`src/rtl/sqrt_iter_sequencer.sv`:
```
// ============================================================================
// sqrt_iter_sequencer : FP square-root control sequencer (INIT0, INIT1, N x NR, OUT)
// Optional macro SQRT_SEQ_CTRL_REG_EN registers the outputs.   Revision: 1.0
// ============================================================================
`default_nettype none

module sqrt_iter_sequencer #(
  parameter int                CTRL_W   = 14,
  parameter int                MAX_ITER = 16,
  parameter int                ITER_W   = $clog2(MAX_ITER + 1),
  parameter logic [CTRL_W-1:0] W_INIT0  = 14'b11001000000000,
  parameter logic [CTRL_W-1:0] W_INIT1  = 14'b01010001000000,
  parameter logic [CTRL_W-1:0] W_STEP0  = 14'b01011001010100,
  parameter logic [CTRL_W-1:0] W_STEP1  = 14'b01011011010000,
  parameter logic [CTRL_W-1:0] W_STEP2  = 14'b01011011101100,
  parameter logic [CTRL_W-1:0] W_STEP3  = 14'b01010011000000,
  parameter logic [CTRL_W-1:0] W_OUT    = 14'b00111011000001
) (
  input  logic              clk,
  input  logic              rst_n,
  input  logic              start_i,
  input  logic [ITER_W-1:0] iter_i,
  input  logic              stall_i,
  input  logic              abort_i,
  output logic [CTRL_W-1:0] data_o,
  output logic              busy_o,
  output logic              done_o
);

  typedef enum logic [2:0] {
    S_IDLE  = 3'd0,
    S_INIT0 = 3'd1,
    S_INIT1 = 3'd2,
    S_ITER  = 3'd3,
    S_OUT   = 3'd4
  } state_t;

  localparam logic [ITER_W-1:0] MAX_N = ITER_W'(MAX_ITER);
  localparam logic [ITER_W-1:0] ONE_N = ITER_W'(1);

  state_t            state, nxt_state;
  logic [1:0]        step, nxt_step;
  logic [ITER_W-1:0] iter_cnt, nxt_cnt;
  logic [ITER_W-1:0] n_lat, nxt_n;
  logic [ITER_W-1:0] n_clamped;

  function automatic logic [CTRL_W-1:0] word_of(input state_t st, input logic [1:0] stp);
    logic [CTRL_W-1:0] w;
    w = '0;
    case (st)
      S_INIT0: w = W_INIT0;
      S_INIT1: w = W_INIT1;
      S_ITER: begin
        case (stp)
          2'd0:    w = W_STEP0;
          2'd1:    w = W_STEP1;
          2'd2:    w = W_STEP2;
          default: w = W_STEP3;
        endcase
      end
      S_OUT:   w = W_OUT;
      default: w = '0;
    endcase
    return w;
  endfunction

  always_comb begin
    if (iter_i == '0) begin
      n_clamped = ONE_N;
    end else if (iter_i > MAX_N) begin
      n_clamped = MAX_N;
    end else begin
      n_clamped = iter_i;
    end
  end

  always_comb begin
    nxt_state = state;
    nxt_step  = step;
    nxt_cnt   = iter_cnt;
    nxt_n     = n_lat;
    if (state != S_IDLE && abort_i) begin
      nxt_state = S_IDLE;
      nxt_step  = 2'd0;
      nxt_cnt   = '0;
    end else if (state == S_IDLE) begin
      if (start_i) begin
        nxt_state = S_INIT0;
        nxt_n     = n_clamped;
        nxt_step  = 2'd0;
        nxt_cnt   = '0;
      end
    end else if (!stall_i) begin
      case (state)
        S_INIT0: nxt_state = S_INIT1;
        S_INIT1: begin
          nxt_state = S_ITER;
          nxt_step  = 2'd0;
          nxt_cnt   = ONE_N;
        end
        S_ITER: begin
          // The final iteration skips its feedback step and goes straight to OUT.
          if (step == 2'd2 && iter_cnt == n_lat) begin
            nxt_state = S_OUT;
            nxt_step  = 2'd0;
          end else if (step == 2'd3) begin
            nxt_step = 2'd0;
            nxt_cnt  = iter_cnt + ONE_N;
          end else begin
            nxt_step = step + 2'd1;
          end
        end
        S_OUT: begin
          nxt_state = S_IDLE;
          nxt_step  = 2'd0;
          nxt_cnt   = '0;
        end
        default: nxt_state = S_IDLE;
      endcase
    end
  end

`ifdef SQRT_SEQ_CTRL_REG_EN
  logic [CTRL_W-1:0] data_q;
  logic              busy_q;
  logic              done_q;
`endif

  always_ff @(posedge clk or negedge rst_n) begin
    if (!rst_n) begin
      state    <= S_IDLE;
      step     <= 2'd0;
      iter_cnt <= '0;
      n_lat    <= '0;
`ifdef SQRT_SEQ_CTRL_REG_EN
      data_q   <= '0;
      busy_q   <= 1'b0;
      done_q   <= 1'b0;
`endif
    end else begin
      state    <= nxt_state;
      step     <= nxt_step;
      iter_cnt <= nxt_cnt;
      n_lat    <= nxt_n;
`ifdef SQRT_SEQ_CTRL_REG_EN
      // Decoding the next state keeps the registered outputs aligned with the state.
      data_q   <= word_of(nxt_state, nxt_step);
      busy_q   <= (nxt_state != S_IDLE);
      done_q   <= (nxt_state == S_OUT);
`endif
    end
  end

`ifdef SQRT_SEQ_CTRL_REG_EN
  assign data_o = data_q;
  assign busy_o = busy_q;
  assign done_o = done_q;
`else
  assign data_o = word_of(state, step);
  assign busy_o = (state != S_IDLE);
  assign done_o = (state == S_OUT);
`endif

endmodule

`default_nettype wire

```
`config.mk`:
```
export PLATFORM = sky130hd
export DESIGN_NAME = sqrt_iter_sequencer
export DESIGN_NICKNAME = d
export VERILOG_FILES = /design/src/rtl/sqrt_iter_sequencer.sv
export SDC_FILE = /design/constraint.sdc
export NUM_CORES = 1
export LEC_CHECK = 0
export ABC_CLOCK_PERIOD_IN_PS = 3100
export CORE_MARGIN = 5
export CORE_UTILIZATION = 53
export CTS_CLUSTER_DIAMETER = 40
export DETAILED_ROUTE_END_ITERATION = 7
export PLACE_DENSITY = 0.94
export SYNTH_ARGS = -nofsm -noshare
export SYNTH_HDL_FRONTEND = slang
export SYNTH_SLANG_ARGS = --single-unit
```
`constraint.sdc`:
```
create_clock -name clk -period 3.1 [get_ports clk]
set_input_delay 0.465 -clock clk [delete_from_list [all_inputs] [get_ports clk]]
set_output_delay 0.465 -clock clk [all_outputs]
set_load 0.03 [all_outputs]
```
# == Word level (Yosys, flattened, before mapping) ==
# Index checks and enable logic that the tools add are counted.
# totals
input_bits,10
reg_bits,15
out_inout_bits,16
word_cells,58
# op_classes
bitwise,1
n_mux,24
n_lt_le_gt_ge,1
add_sub_neg,2
n_eq_ne,13
n_reduce_logical,13
# op_table
op,n
14-bit one-hot mux with 4 select lines,1
5-bit two-way mux,8
10-bit one-hot mux with 3 select lines,1
3-bit two-way mux,5
5-bit one-hot mux with 3 select lines,1
2-bit two-way mux,6
4-bit inequality test (second input constant),3
3-bit one-hot mux with 3 select lines,1
3-bit AND reduction,3
3-bit by 2-bit equality test with 1-bit output (second input constant),2
5-bit by 1-bit adder with 5-bit output (second input constant),1
5-bit equality test,1
5-bit > comparator (second input constant),1
5-bit zero test,1
5-bit AND reduction,1
5-bit nonzero test,1
2-bit equality test (second input constant),2
2-bit one-hot mux with 2 select lines,1
4-bit nonzero test,1
3-bit by 1-bit equality test with 1-bit output (second input constant),1
3-bit equality test (second input constant),1
3-bit zero test,1
3-bit by 1-bit inequality test with 1-bit output (second input constant),1
3-bit inequality test (second input constant),1
7 further kinds,8

# == Longest topological paths before layout ==
# logic_depth
ltp_word,7
mapped_depth,8
ltp_nobuf,7

# == Least setup slack after synthesis ==
# OpenSTA, ideal clock, no wires.
# synth_timing
kind,flip-flop to output port
start,register state[2]
end,output port data_o[5]
setup_slack_ps,931
required_ps,2635
path_buffers,3
t_arrival_ps,1704
stages_incl_launch_ff,7
path_cell_list,dfrtp_1 buf_6 nand2b_1 or2_1 buf_2 nor2_1 buf_4
# synth_between
elab_chain_len,2
word_cells_on_any_way,5
classes_between,eq/ne: 4; mux: 1
# synth_lines
item,line_no,rtl
start: declaration,41,"state_t state, nxt_state;"
start signal: assignment,141,state <= nxt_state;
"3-bit equality test, or another cell as far along",50,case (st)
14-bit one-hot mux with 4 select lines (*),50,
end: declaration,25,"output logic [CTRL_W-1:0] data_o,"
# Every way passes the cells marked *; elsewhere a longest branch is shown, timed or not.

# == Worst setup path in the final report ==
# layout_timing
start,register state[2]
end,output port data_o[4]
# Same word-level chain as after synthesis.

==> impl_metrics.json <==
{
  "p_switching_mw": 0.368,
  "die_x_um": 56.5,
  "place_congestion": 0.857,
  "die_y_um": 56.5,
  "synth_cell_type_count": 38,
  "startpoint_type": "flop",
  "dr.pass1.iters": 4,
  "antenna_found_initial": 0,
  "cts_root_buf": "clkbuf_4",
  "die_area_um2": 3200,
  "cp_max_fo": 10,
  "tns_ns": 0,
  "fin_crit_sh_pct": 88.0,
  "crit_type": "flop to output port",
  "wire_per_inst_um": 13.8,
  "clockBufferDepth": 2,
  "power_leakage_nw": 0.598,
  "clockPowerShare_pct": 13.3,
  "p_int_mw": 0.470,
  "via_per_inst": 5.56,
  "post-cts-setup-buffers": 0,
  "cts_buffers": 3,
  "skew_ns": 0.00235,
  "synth_most_common_cell": "nand2_1",
  "post-place-ws_ns": 0.702,
  "seqPwrFrac_pct": 35.6,
  "clk_pin_slew_ns": 0.09,
  "ios": 26,
  "swShare_pct": 43.9,
  "core_area_um2": 2020,
  "dp_cells": 167,
  "cts_sinks": 15,
  "syn2layout_area_growth_pct": 17.6,
  "vdd.ir_drop.worst_uv": 496,
  "setup_viol": 0,
  "fin_hold_ws_ns": 0.506,
  "worstSetupEndpointType": "output port",
  "synth_top_area_cell": "dfrtp_1",
  "timing.fmax_mhz": 367,
  "track_usage_pct": 15.2,
  "outcome": "complete, no violations",
  "syn_avg_cell_area_um2": 9.03,
  "synthArstFlopShare_pct": 100,
  "ys_top_cells_by_count": "20 x nand2_1, 15 x dfrtp_1, 13 x nor2_1",
  "drtIter0Drc": 20,
  "synth_top_area_share_pct": 32.7,
  "ys_seq_area_share_pct": 32.7,
  "htreeDepth": 1,
  "yosys_warnings": 0,
  "finalNetCount": 160,
  "grt_pass1_wl_um": 3890,
  "synth-seq-cells": 15,
  "cts_resized": 0,
  "grt_pass1_vias": 897,
  "grt_max_degree": 16,
  "hold_path_class": "flop to flop",
  "powerDensity_nw_per_um2": 622,
  "rows": 16,
  "synth_edf_count": 0,
  "worst_pin_slew_ns": 0.657,
  "port_buffers": 23,
  "ant_nets": 0,
  "hold_viol_final": 0,
  "synthesis.area_um2": 1150,
  "post-route-min-period_ns": 2.73,
  "synthCells": 127,
  "drc_errors": 0,
  "setup_slack_ns": 0.372,
  "start_util_pct": 56.7,
  "required_ns": 2.63,
  "synth_ff_type": "dfrtp_1",
  "slew_headroom_pct": 56.0,
  "fin_cells": 171,
  "wl_um": 2360,
  "arrival_ns": 2.26,
  "netlist_top_cells_area": "dfrtp_1 33%, nand2_1 6.5%, ha_1 5.5%",
  "place_hpwl_um": 1870,
  "grt_overflow_total": 0,
  "rsz0062_at_grt": "false",
  "p_comb_share_pct": 51.1,
  "layout-drive-gt1-share_pct": 11.1,
  "p_total_mw": 0.839,
  "insertion_delay_ns": 0.28,
  "cts_hold_buf": 0,
  "antenna_cells": 0,
  "finalMaxSlewViolations": 0,
  "num_vias": 950,
  "tritoncts": "done",
  "cap_violations": 0
}
worst max-delay path, stage by stage (launching register included):
cell,delay (ns)
dfrtp_1,0.49
nand2b_1,0.22
or2_1,0.35
nor3_1,0.22
clkdlybuf4s50_1,0.70
metal layers:
layer	part of all wire, %	wire length (µm)	up-vias	GRT usage (%)
met2	50	1180	32	27.9
li1	-	-	465	-
met4	0.59	14	0	4.41
met3	7.0	166	2	3.21
met1	42	1000	451	17.3
met5	0	0	-	0
power by group through the flow:
stage / combinational [mW] / sequential, mW / clock, mW
floorplan: 0.329 / 0.285 / 0
global placement: 0.422 / 0.298 / 0
detailed placement: 0.430 / 0.302 / 0
CTS: 0.432 / 0.298 / 0.114
global route: 0.469 / 0.306 / 0.125
finish: 0.429 / 0.298 / 0.112
stage by stage:
step	cell area, µm²	util (%)
after floorplan	1150	-
after global placement	1320	65.4
after detailed placement	1320	65.4
after CTS	1350	66.7
after global routing	1350	66.7
final	1350	66.7
final timing paths:
kind,startpoint,end,slack (ns),cells past startpoint
setup / recovery,state[2],data_o[4],0.37,4
hold / removal,n_lat[1],n_lat[1],0.51,2
setup reg to reg,step[0],iter_cnt[0],1.02,7
hold reg to reg,n_lat[1],n_lat[1],0.51,2
max in group asynchronous,rst_n,iter_cnt[0],2.10,1
min in group asynchronous,rst_n,state[1],0.58,1
final cells by class:
| cell class | count | area, µm² |
|---|---|---|
| Inverter | 9 | 33.8 |
| Timing Repair Buffer | 23 | 230 |
| Fill cell | 172 | 673 |
| Clock buffer | 4 | 26.3 |
| Multi-Input combinational cell | 93 | 649 |
| Sequential cell | 15 | 375 |
| Tap cell | 27 | 33.8 |
cells by family (layout without fill, tap and decap cells):
| kind of cell | after synthesis | count (layout) | synth area share [%] |
|---|---|---|---|
| other | 1 | 2 | 0.327 |
| flip-flops | 15 | 15 | 32.7 |
| adder cells (fa/ha/maj) | 5 | 5 | 5.45 |
| XOR/XNOR | 5 | 5 | 3.82 |
| AO/OA/AOI/OAI | 27 | 27 | 21.6 |
| AND/OR/NAND/NOR | 51 | 51 | 22.2 |
| buffers and inverters | 20 | 36 | 11.0 |
| multiplexers | 3 | 3 | 2.84 |
placed cells by master, fill, tap and decap left out, types with 2 or more instances in the layout:
cell             instances
a21oi_1                  3
a31o_1                   2
clkbuf_4                 3
clkdlybuf4s50_1         23
conb_1                   2
dfrtp_1                 15
ha_1                     5
inv_1                    8
nand2_1                 20
nand2b_1                 6
nand4_1                  2
nor2_1                  13
nor3_1                   3
o211ai_1                 3
o21ai_0                  5
o311ai_2                 3
o31ai_1                  2
or2_1                    2
xor2_1                   5
sequential cells by signal, summed over array words and instances (netlist names):
register  cells
state         3
step          2
n_lat         5
iter_cnt      5
Note: power is estimated with default switching activity, not from simulation.
